--- src/rtl/s_res_sched_pkg.sv ---
// rtl/s_res_sched_pkg.sv - shared S-bus source codes and sizing for the S result scheduler
package s_res_sched_pkg;

    localparam int SRC_W     = 5;
    localparam int NUM_SREG  = 8;
    localparam int MAX_DELAY = 15;

    typedef enum logic [SRC_W-1:0] {
        SBUS_NONE     = 5'd0,
        SBUS_S_ADD    = 5'd1,
        SBUS_S_LOG    = 5'd2,
        SBUS_S_SHIFT  = 5'd3,
        SBUS_S_POP    = 5'd4,
        SBUS_FP_ADD   = 5'd5,
        SBUS_FP_MUL   = 5'd6,
        SBUS_FP_RECIP = 5'd7,
        SBUS_IMM      = 5'd8,
        SBUS_T_REG    = 5'd9
    } sbus_src_e;

endpackage

--- src/rtl/s_res_sched_if.sv ---
// rtl/s_res_sched_if.sv - issue/write-port bundle of the S result scheduler; S_RES_SCHED_FLUSH_EN adds i_flush
interface s_res_sched_if #(
    parameter int SRC_W    = 5,
    parameter int NUM_SREG = 8
);
    logic                i_issue;
    logic [3:0]          i_delay;
    logic [SRC_W-1:0]    i_src;
    logic                i_s_dest_en;
    logic [2:0]          i_dest;
`ifdef S_RES_SCHED_FLUSH_EN
    logic                i_flush;
`endif
    logic                o_accept;
    logic                o_conflict;
    logic                o_s_wr_en;
    logic [2:0]          o_s_wr_addr;
    logic [SRC_W-1:0]    o_sbus_sel;
    logic [NUM_SREG-1:0] o_s_busy;

    modport master (
`ifdef S_RES_SCHED_FLUSH_EN
        output i_flush,
`endif
        output i_issue, i_delay, i_src, i_s_dest_en, i_dest,
        input  o_accept, o_conflict, o_s_wr_en, o_s_wr_addr, o_sbus_sel, o_s_busy
    );

    modport slave (
`ifdef S_RES_SCHED_FLUSH_EN
        input  i_flush,
`endif
        input  i_issue, i_delay, i_src, i_s_dest_en, i_dest,
        output o_accept, o_conflict, o_s_wr_en, o_s_wr_addr, o_sbus_sel, o_s_busy
    );
endinterface

--- src/rtl/s_res_slot.sv ---
// rtl/s_res_slot.sv - one reservation-line slot: shift from the slot above, insert, or clear
module s_res_slot
    import s_res_sched_pkg::*;
#(
    parameter int SRC_W = 5
) (
    input  logic             clk,
    input  logic             rst_n,
    input  logic             clr,
    input  logic             ins,
    input  logic [SRC_W-1:0] ins_src,
    input  logic [2:0]       ins_dest,
    input  logic             sh_valid,
    input  logic [SRC_W-1:0] sh_src,
    input  logic [2:0]       sh_dest,
    output logic             valid,
    output logic [SRC_W-1:0] src,
    output logic [2:0]       dest,
    output logic             nxt_valid,
    output logic [2:0]       nxt_dest
);
    logic [SRC_W-1:0] nxt_src;

    // Empty slots always hold SBUS_NONE/0 so slot 0 can drive the write port directly.
    always_comb begin
        nxt_valid = sh_valid;
        nxt_src   = sh_src;
        nxt_dest  = sh_dest;
        if (clr) begin
            nxt_valid = 1'b0;
            nxt_src   = SRC_W'(SBUS_NONE);
            nxt_dest  = 3'd0;
        end else if (ins) begin
            nxt_valid = 1'b1;
            nxt_src   = ins_src;
            nxt_dest  = ins_dest;
        end
    end

    always_ff @(posedge clk or negedge rst_n) begin
        if (!rst_n) begin
            valid <= 1'b0;
            src   <= SRC_W'(SBUS_NONE);
            dest  <= 3'd0;
        end else begin
            valid <= nxt_valid;
            src   <= nxt_src;
            dest  <= nxt_dest;
        end
    end
endmodule

--- src/rtl/s_res_sched.sv ---
// rtl/s_res_sched.sv - S-register result scheduler; optional macro S_RES_SCHED_FLUSH_EN adds i_flush
module s_res_sched
    import s_res_sched_pkg::*;
#(
    parameter int MAX_DELAY = 15,
    parameter int SRC_W     = 5,
    parameter int NUM_SREG  = 8
) (
    input logic         clk,
    input logic         rst_n,
    s_res_sched_if.slave bus
);
    // Index MAX_DELAY is a permanently empty phantom slot feeding the top slot.
    logic [MAX_DELAY:0]   v_pad;
    logic [SRC_W-1:0]     s_pad [MAX_DELAY+1];
    logic [2:0]           d_pad [MAX_DELAY+1];
    logic [MAX_DELAY-1:0] nv;
    logic [2:0]           nd    [MAX_DELAY];

    logic                 req;
    logic                 conflict;
    logic                 accept;
    logic                 flush;
    logic [NUM_SREG-1:0]  busy_nxt;
    logic [NUM_SREG-1:0]  busy;

`ifdef S_RES_SCHED_FLUSH_EN
    assign flush = bus.i_flush;
`else
    assign flush = 1'b0;
`endif

    assign req      = bus.i_issue & bus.i_s_dest_en & (bus.i_delay != 4'd0);
    assign conflict = req & v_pad[bus.i_delay];
    assign accept   = req & ~conflict & ~flush;

    assign v_pad[MAX_DELAY] = 1'b0;
    assign s_pad[MAX_DELAY] = SRC_W'(SBUS_NONE);
    assign d_pad[MAX_DELAY] = 3'd0;

    for (genvar k = 0; k < MAX_DELAY; k++) begin : g_slot
        s_res_slot #(.SRC_W(SRC_W)) u_slot (
            .clk       (clk),
            .rst_n     (rst_n),
            .clr       (flush),
            .ins       (accept && (bus.i_delay == 4'(k + 1))),
            .ins_src   (bus.i_src),
            .ins_dest  (bus.i_dest),
            .sh_valid  (v_pad[k+1]),
            .sh_src    (s_pad[k+1]),
            .sh_dest   (d_pad[k+1]),
            .valid     (v_pad[k]),
            .src       (s_pad[k]),
            .dest      (d_pad[k]),
            .nxt_valid (nv[k]),
            .nxt_dest  (nd[k])
        );
    end

    // Busy is built from next-state slot contents so it lines up with the slots after the edge.
    always_comb begin
        busy_nxt = '0;
        for (int k = 0; k < MAX_DELAY; k++) begin
            if (nv[k]) busy_nxt[nd[k]] = 1'b1;
        end
    end

    always_ff @(posedge clk or negedge rst_n) begin
        if (!rst_n) busy <= '0;
        else        busy <= busy_nxt;
    end

    assign bus.o_accept    = accept;
    assign bus.o_conflict  = conflict;
    assign bus.o_s_wr_en   = v_pad[0];
    assign bus.o_s_wr_addr = d_pad[0];
    assign bus.o_sbus_sel  = s_pad[0];
    assign bus.o_s_busy    = busy;
endmodule

--- src/flat_wrapper.sv ---
// flat-port wrapper written by rule: the top's interface ports become plain ports
module s_res_sched_flat import s_res_sched_pkg::*;
#(
    parameter int MAX_DELAY = 15,
    parameter int SRC_W     = 5,
    parameter int NUM_SREG  = 8
)
  (clk, rst_n, bus_i_issue, bus_i_delay, bus_i_src, bus_i_s_dest_en, bus_i_dest, bus_o_accept, bus_o_conflict, bus_o_s_wr_en, bus_o_s_wr_addr, bus_o_sbus_sel, bus_o_s_busy);
  s_res_sched_if #(.SRC_W(SRC_W), .NUM_SREG(NUM_SREG)) bus_i ();
  input logic clk;
  input logic rst_n;
  input wire logic [$bits(bus_i.i_issue)-1:0] bus_i_issue;
  input wire logic [$bits(bus_i.i_delay)-1:0] bus_i_delay;
  input wire logic [$bits(bus_i.i_src)-1:0] bus_i_src;
  input wire logic [$bits(bus_i.i_s_dest_en)-1:0] bus_i_s_dest_en;
  input wire logic [$bits(bus_i.i_dest)-1:0] bus_i_dest;
  output wire logic [$bits(bus_i.o_accept)-1:0] bus_o_accept;
  output wire logic [$bits(bus_i.o_conflict)-1:0] bus_o_conflict;
  output wire logic [$bits(bus_i.o_s_wr_en)-1:0] bus_o_s_wr_en;
  output wire logic [$bits(bus_i.o_s_wr_addr)-1:0] bus_o_s_wr_addr;
  output wire logic [$bits(bus_i.o_sbus_sel)-1:0] bus_o_sbus_sel;
  output wire logic [$bits(bus_i.o_s_busy)-1:0] bus_o_s_busy;
  assign bus_i.i_issue = bus_i_issue;
  assign bus_i.i_delay = bus_i_delay;
  assign bus_i.i_src = bus_i_src;
  assign bus_i.i_s_dest_en = bus_i_s_dest_en;
  assign bus_i.i_dest = bus_i_dest;
  assign bus_o_accept = bus_i.o_accept;
  assign bus_o_conflict = bus_i.o_conflict;
  assign bus_o_s_wr_en = bus_i.o_s_wr_en;
  assign bus_o_s_wr_addr = bus_i.o_s_wr_addr;
  assign bus_o_sbus_sel = bus_i.o_sbus_sel;
  assign bus_o_s_busy = bus_i.o_s_busy;
  s_res_sched #(.MAX_DELAY(MAX_DELAY), .SRC_W(SRC_W), .NUM_SREG(NUM_SREG)) u_core (.clk(clk), .rst_n(rst_n), .bus(bus_i));
endmodule
--- config.mk ---
export PLATFORM = sky130hd
export DESIGN_NAME = s_res_sched_flat
export DESIGN_NICKNAME = d
export VERILOG_FILES = /design/src/rtl/s_res_sched_pkg.sv /design/src/rtl/s_res_sched_if.sv /design/src/rtl/s_res_slot.sv /design/src/rtl/s_res_sched.sv /design/src/flat_wrapper.sv
export SDC_FILE = /design/constraint.sdc
export NUM_CORES = 1
export LEC_CHECK = 0
export ABC_AREA = 1
export CORE_ASPECT_RATIO = 0.5
export CORE_MARGIN = 4
export CORE_UTILIZATION = 61
export DETAILED_ROUTE_END_ITERATION = 12
export HOLD_SLACK_MARGIN = 0.15
export PLACE_DENSITY = 0.8
export SYNTH_ARGS = -nofsm -noshare
export SYNTH_HDL_FRONTEND = slang
export SYNTH_SLANG_ARGS = --single-unit
--- constraint.sdc ---
create_clock -name clk -period 2.2 [get_ports clk]
set_clock_uncertainty 0.15 [all_clocks]
set_input_delay 0.22 -clock clk [delete_from_list [all_inputs] [get_ports clk]]
set_output_delay 0.22 -clock clk [all_outputs]
set_load 0.01 [all_outputs]
==> results of run 1 <==
[cells by family after synthesis]
group	synth area share, %
AND/OR/NAND/NOR	38.6
buffers and inverters	8.75
flip-flops	47.5
AO/OA/AOI/OAI	5.15
[synthesized netlist by cell type, types with 2 or more instances]
cell,number
o21ai_0,71
inv_2,4
nor2_1,161
buf_6,4
nand4_1,71
nand2_1,363
buf_4,8
nor3_1,9
nand3_4,2
buf_2,11
nand3_1,49
inv_1,103
dfrtp_1,143
a21oi_1,2
nand3_2,12
nand2_2,2
clkbuf_1,25
[stage by stage]
step	setup WS, ns	hold WS [ns]
after floorplan	0.128	-0.226
after CTS	-0.395	0.187
after detailed placement	-0.944	0.0538
after global placement	-0.822	0.0451
[routing by layer]
layer / overflow / global-route usage (%)
met1: 0 / 81.4
met2: 3 / 86.9
met3: 0 / 69.8
met4: 0 / 70.0
met5: 0 / 49.3
[timing repair]
| action | CTS |
|---|---|
| setup buffers | 32 |
| gates resized for setup | 147 |
| pin swaps | 33 |
| setup endpoints to repair | 55 |
| endpoints found under the hold margin | 143 |
| hold buffers | 1 |
| cloned | 6 |
==> out/metrics.cfg, run 1 <==
[floorplan]
core.rowCount=28
start_util_pct=63.1
die_x_um=165
die_y_um=86.6
ios=35

[synth]
synth_largest_area_cell=dfrtp_1
synth.lib_cells_used.distinct=25
syn_avg_cell_area_um2=7.19
synth_edf_count=0
synth.area.top_cells=dfrtp_1 (47%), nand2_1 (18%), nor2_1 (8.0%)
syn-num-nets=1064
synth_top_area_share_pct=47.5
ys.warnings.count=0
syn_area_um2=7530
ys_async_sr_fraction_pct=100
ys_seq_area_share_pct=47.5
ys.flop_type=dfrtp_1
postSynthCellCount=1048
ys_seq_elements=143

[outcome]
haltStage=5_1_grt
tool.error=[ERROR GRT-0232] Routing congestion too high. Check the congestion heatmap in the GUI.
status=did not finish

[sta]
worst_endpoint=u_core.g_slot[8].u_slot.src[1]$_DFF_PN0_/D
worst_endpoint_kind=register data pin

[global_route]
grt_use_total_pct=77.9
gr-total-overflow=3
grt_max_degree=52

[cts]
clock_sinks=143
clock_path_buffers=2
clock-root-buffer=clkbuf_16
h-tree-depth=4
cts_buffers=17

[placed_design]
gp_congestion=1.05
dp_cells=1349
dpl_cell_area_um2=9120
numPortBuffers=34
hpwl_um=19300

==> inputs of run 2 (changes only) <==
--- a/config.mk
+++ b/config.mk
@@ -6,12 +6,10 @@
 export NUM_CORES = 1
 export LEC_CHECK = 0
 export ABC_AREA = 1
-export CORE_ASPECT_RATIO = 0.5
 export CORE_MARGIN = 4
-export CORE_UTILIZATION = 61
+export CORE_UTILIZATION = 40
 export DETAILED_ROUTE_END_ITERATION = 12
-export HOLD_SLACK_MARGIN = 0.15
-export PLACE_DENSITY = 0.8
+export PLACE_DENSITY_LB_ADDON = 0.15
 export SYNTH_ARGS = -nofsm -noshare
 export SYNTH_HDL_FRONTEND = slang
 export SYNTH_SLANG_ARGS = --single-unit
==> out/metrics.cfg, run 2 <==
[route]
met3WireLength_um=1340
drc=0
drt_wl_total_um=23300
antenna_left=0
vias=7368
firstDrtPassIters=5
avgRoutedWirePerCell_um=16.2
drt-met1-wl_um=10400
avgViaCountPerCell=5.12
dr_wl_met2_um=11000
drt_iter0_markers=672
highest_layer=met4

[final_layout]
multi_input_area_um2=3640
nNetsFinal=1213
seqCellArea_um2=3580
diodes=0
area_delta_synth_final_pct=34.2
fill_cells=1729
layout_commonest_cell=nand2_1
layout_common_cells=nand2_1 (318), nor2_1 (143), dfrtp_1 (143)
drive_gt1_share_pct=23.6
largestRegisters=u_core.g_slot.u_slot.src: 75 flops, u_core.g_slot.u_slot.dest: 45 flops, u_core.g_slot.u_slot.valid: 15 flops
largest_reg_flops=75
top_register=u_core.g_slot.u_slot.src

[floorplan]
start_util_pct=41.2  ; -22 points
core.rowCount=49  ; +75%
dieArea_um2=21100
core_um2=18300
die_y_um=145  ; +68%
die_x_um=145  ; -12%
ios=35  ; unchanged

[synth]
syn_avg_cell_area_um2=7.19  ; unchanged
syn-num-nets=1064  ; unchanged
synth_edf_count=0  ; unchanged
ys.flop_type=dfrtp_1
synth.lib_cells_used.distinct=25  ; unchanged
ys.warnings.count=0  ; unchanged
ys_seq_elements=143  ; unchanged
ys_seq_area_share_pct=47.5  ; unchanged
synth_largest_area_cell=dfrtp_1
synth_common_cells=nand2_1 (363), nor2_1 (161), dfrtp_1 (143)
syn_area_um2=7530  ; unchanged
synth_most_common_cell=nand2_1
postSynthCellCount=1048  ; unchanged
synth.area.top_cells=dfrtp_1 (47%), nand2_1 (18%), nor2_1 (8.0%)
ys_async_sr_fraction_pct=100  ; unchanged
synth_top_area_share_pct=47.5  ; unchanged

[outcome]
violations=negative setup slack
status=finished, violations left

[setup_path]
critPathArrivalTime_ns=2.58
start_kind=flop
crit_fanout=9
cp-end-kind=flop
worstPathRequired_ns=2.36
worstSetupPathType=reg -> reg

[global_route]
grt_use_total_pct=22.4
grt_pass1_wl_um=37300
gr-total-overflow=0
grt_max_degree=47
grt_antenna_before_repair=0
grt_pass1_vias=7016

[cts]
clk_pin_slew_ns=0.07
h-tree-depth=4  ; unchanged
clock_path_buffers=2  ; unchanged
cts_tree=done
cts_buffers=17  ; unchanged
insertion_delay_ns=0.42
clock_sinks=143  ; unchanged
clock-root-buffer=clkbuf_16

[min_path]
worstHoldPathType=in -> async

[sta]
worst_pin_slew_ns=0.425
hold_slack_ns=0.109
slew_viol_final=0
fmax_mhz=412
fin_crit_sh_pct=110
slew_headroom_pct=71.6
fin_crit_ns=2.43
finalSetupViolCount=9
hold_viol_final=0
rsz0062_at_grt=yes
setup_ws_ns=-0.227

[power]
p_leak_nw=5.19
powerDensity_nw_per_um2=646
finalPower_w=0.00653
peakVddDrop_mv=0.521

[placed_design]
numPortBuffers=34  ; unchanged
hpwl_um=17300  ; -11%
gp_congestion=0.951  ; -9.4%

[flow_run]
cap_violations=0

[run 2: cell counts after synthesis]
No cell type changed its count.
[run 2: layer usage]
layer,track usage (%),up-vias
li1,-,3624
met2,36.3,183
met3,4.99,35
met1,29.8,3526
met5,0,-
met4,7.60,0
[run 2: stage by stage]
stage | setup WS, ns | cell area, µm² | TNS, ns | instances | utilization (%)
2_1_floorplan | 0.128 | 7530 | 0 | 1048 | -
3_3_place_gp | -0.791 | 8970 | -37.66 | 1389 | 49.1
3_5_place_dp | -0.805 | 8970 | -42.48 | 1389 | 49.1
4_1_cts | -0.193 | 9840 | -1.55 | 1436 | 53.9
5_1_grt | -0.390 | 10100 | -3.56 | 1439 | 55.3
6_report | -0.227 | 10100 | -1.18 | 1439 | 55.3
[run 2: cell type report]
cell class                      instances  share of cell area, %
Sequential cell                       143                   35.4
Clock inverter                         15                   1.27
Multi-Input combinational cell        749                   36.0
Clock buffer                           17                   4.21
Inverter                              107                   3.97
Tap cell                              229                   2.83
Timing Repair Buffer                  179                   16.3
[run 2: timing repair]
item,CTS,global route
endpoints found under the hold margin,143,0
setup endpoints to repair,13,25
hold buffers,1,0
pin swaps,10,27
gates cloned,3,1
gates resized for setup,54,71
setup buffers,11,4
[run 2: worst paths after layout]
path,from,to,slack (ns),cells past startpoint
worst max-delay path,u_core.g_slot[10].u_slot.valid,u_core.bus.o_s_busy[6],-0.23,18
worst max register to register,u_core.g_slot[10].u_slot.valid,u_core.bus.o_s_busy[6],-0.23,18
worst min register to register,u_core.g_slot[11].u_slot.src[0],u_core.g_slot[10].u_slot.src[0],0.30,2
max in group asynchronous,rst_n,u_core.bus.o_s_busy[2],1.16,3
worst min-delay path,rst_n,u_core.g_slot[14].u_slot.src[3],0.11,2
min in group clk,u_core.g_slot[11].u_slot.src[0],u_core.g_slot[10].u_slot.src[0],0.30,2
[run 2: report_power, final]
| group | internal [W] | switching [W] |
|---|---|---|
| registers | 0.00276 | 0.0000509 |
| logic | 0.000405 | 0.000594 |
| clock network | 0.00148 | 0.00124 |
| total | 0.00464 | 0.00189 |
[run 2: worst max-delay path, stage by stage (launching register included)]
cell and delay, ns:
dfrtp_1 0.42, nand2_1 0.08, nand2_1 0.05, nand2_1 0.05
nand2_1 0.05, nand2_1 0.06, nand2_2 0.07, nor2_4 0.14
buf_4 0.14, buf_12 0.13, buf_6 0.13, nand4_1 0.14
nand2_1 0.14, buf_4 0.12, nor2_1 0.03, nand2_1 0.06
nand3_1 0.11, nor3_1 0.16, nand2_1 0.07
[run 2: logic make-up (layout without fill, tap and decap cells)]
kind of cell / Yosys count / in the layout / share of synthesized area [%]
simple gates: 673 / 673 / 38.6
buf+inv: 156 / 318 / 8.75
flops: 143 / 143 / 47.5
compound gates: 76 / 76 / 5.15
Power figures use the tool's default switching activity.
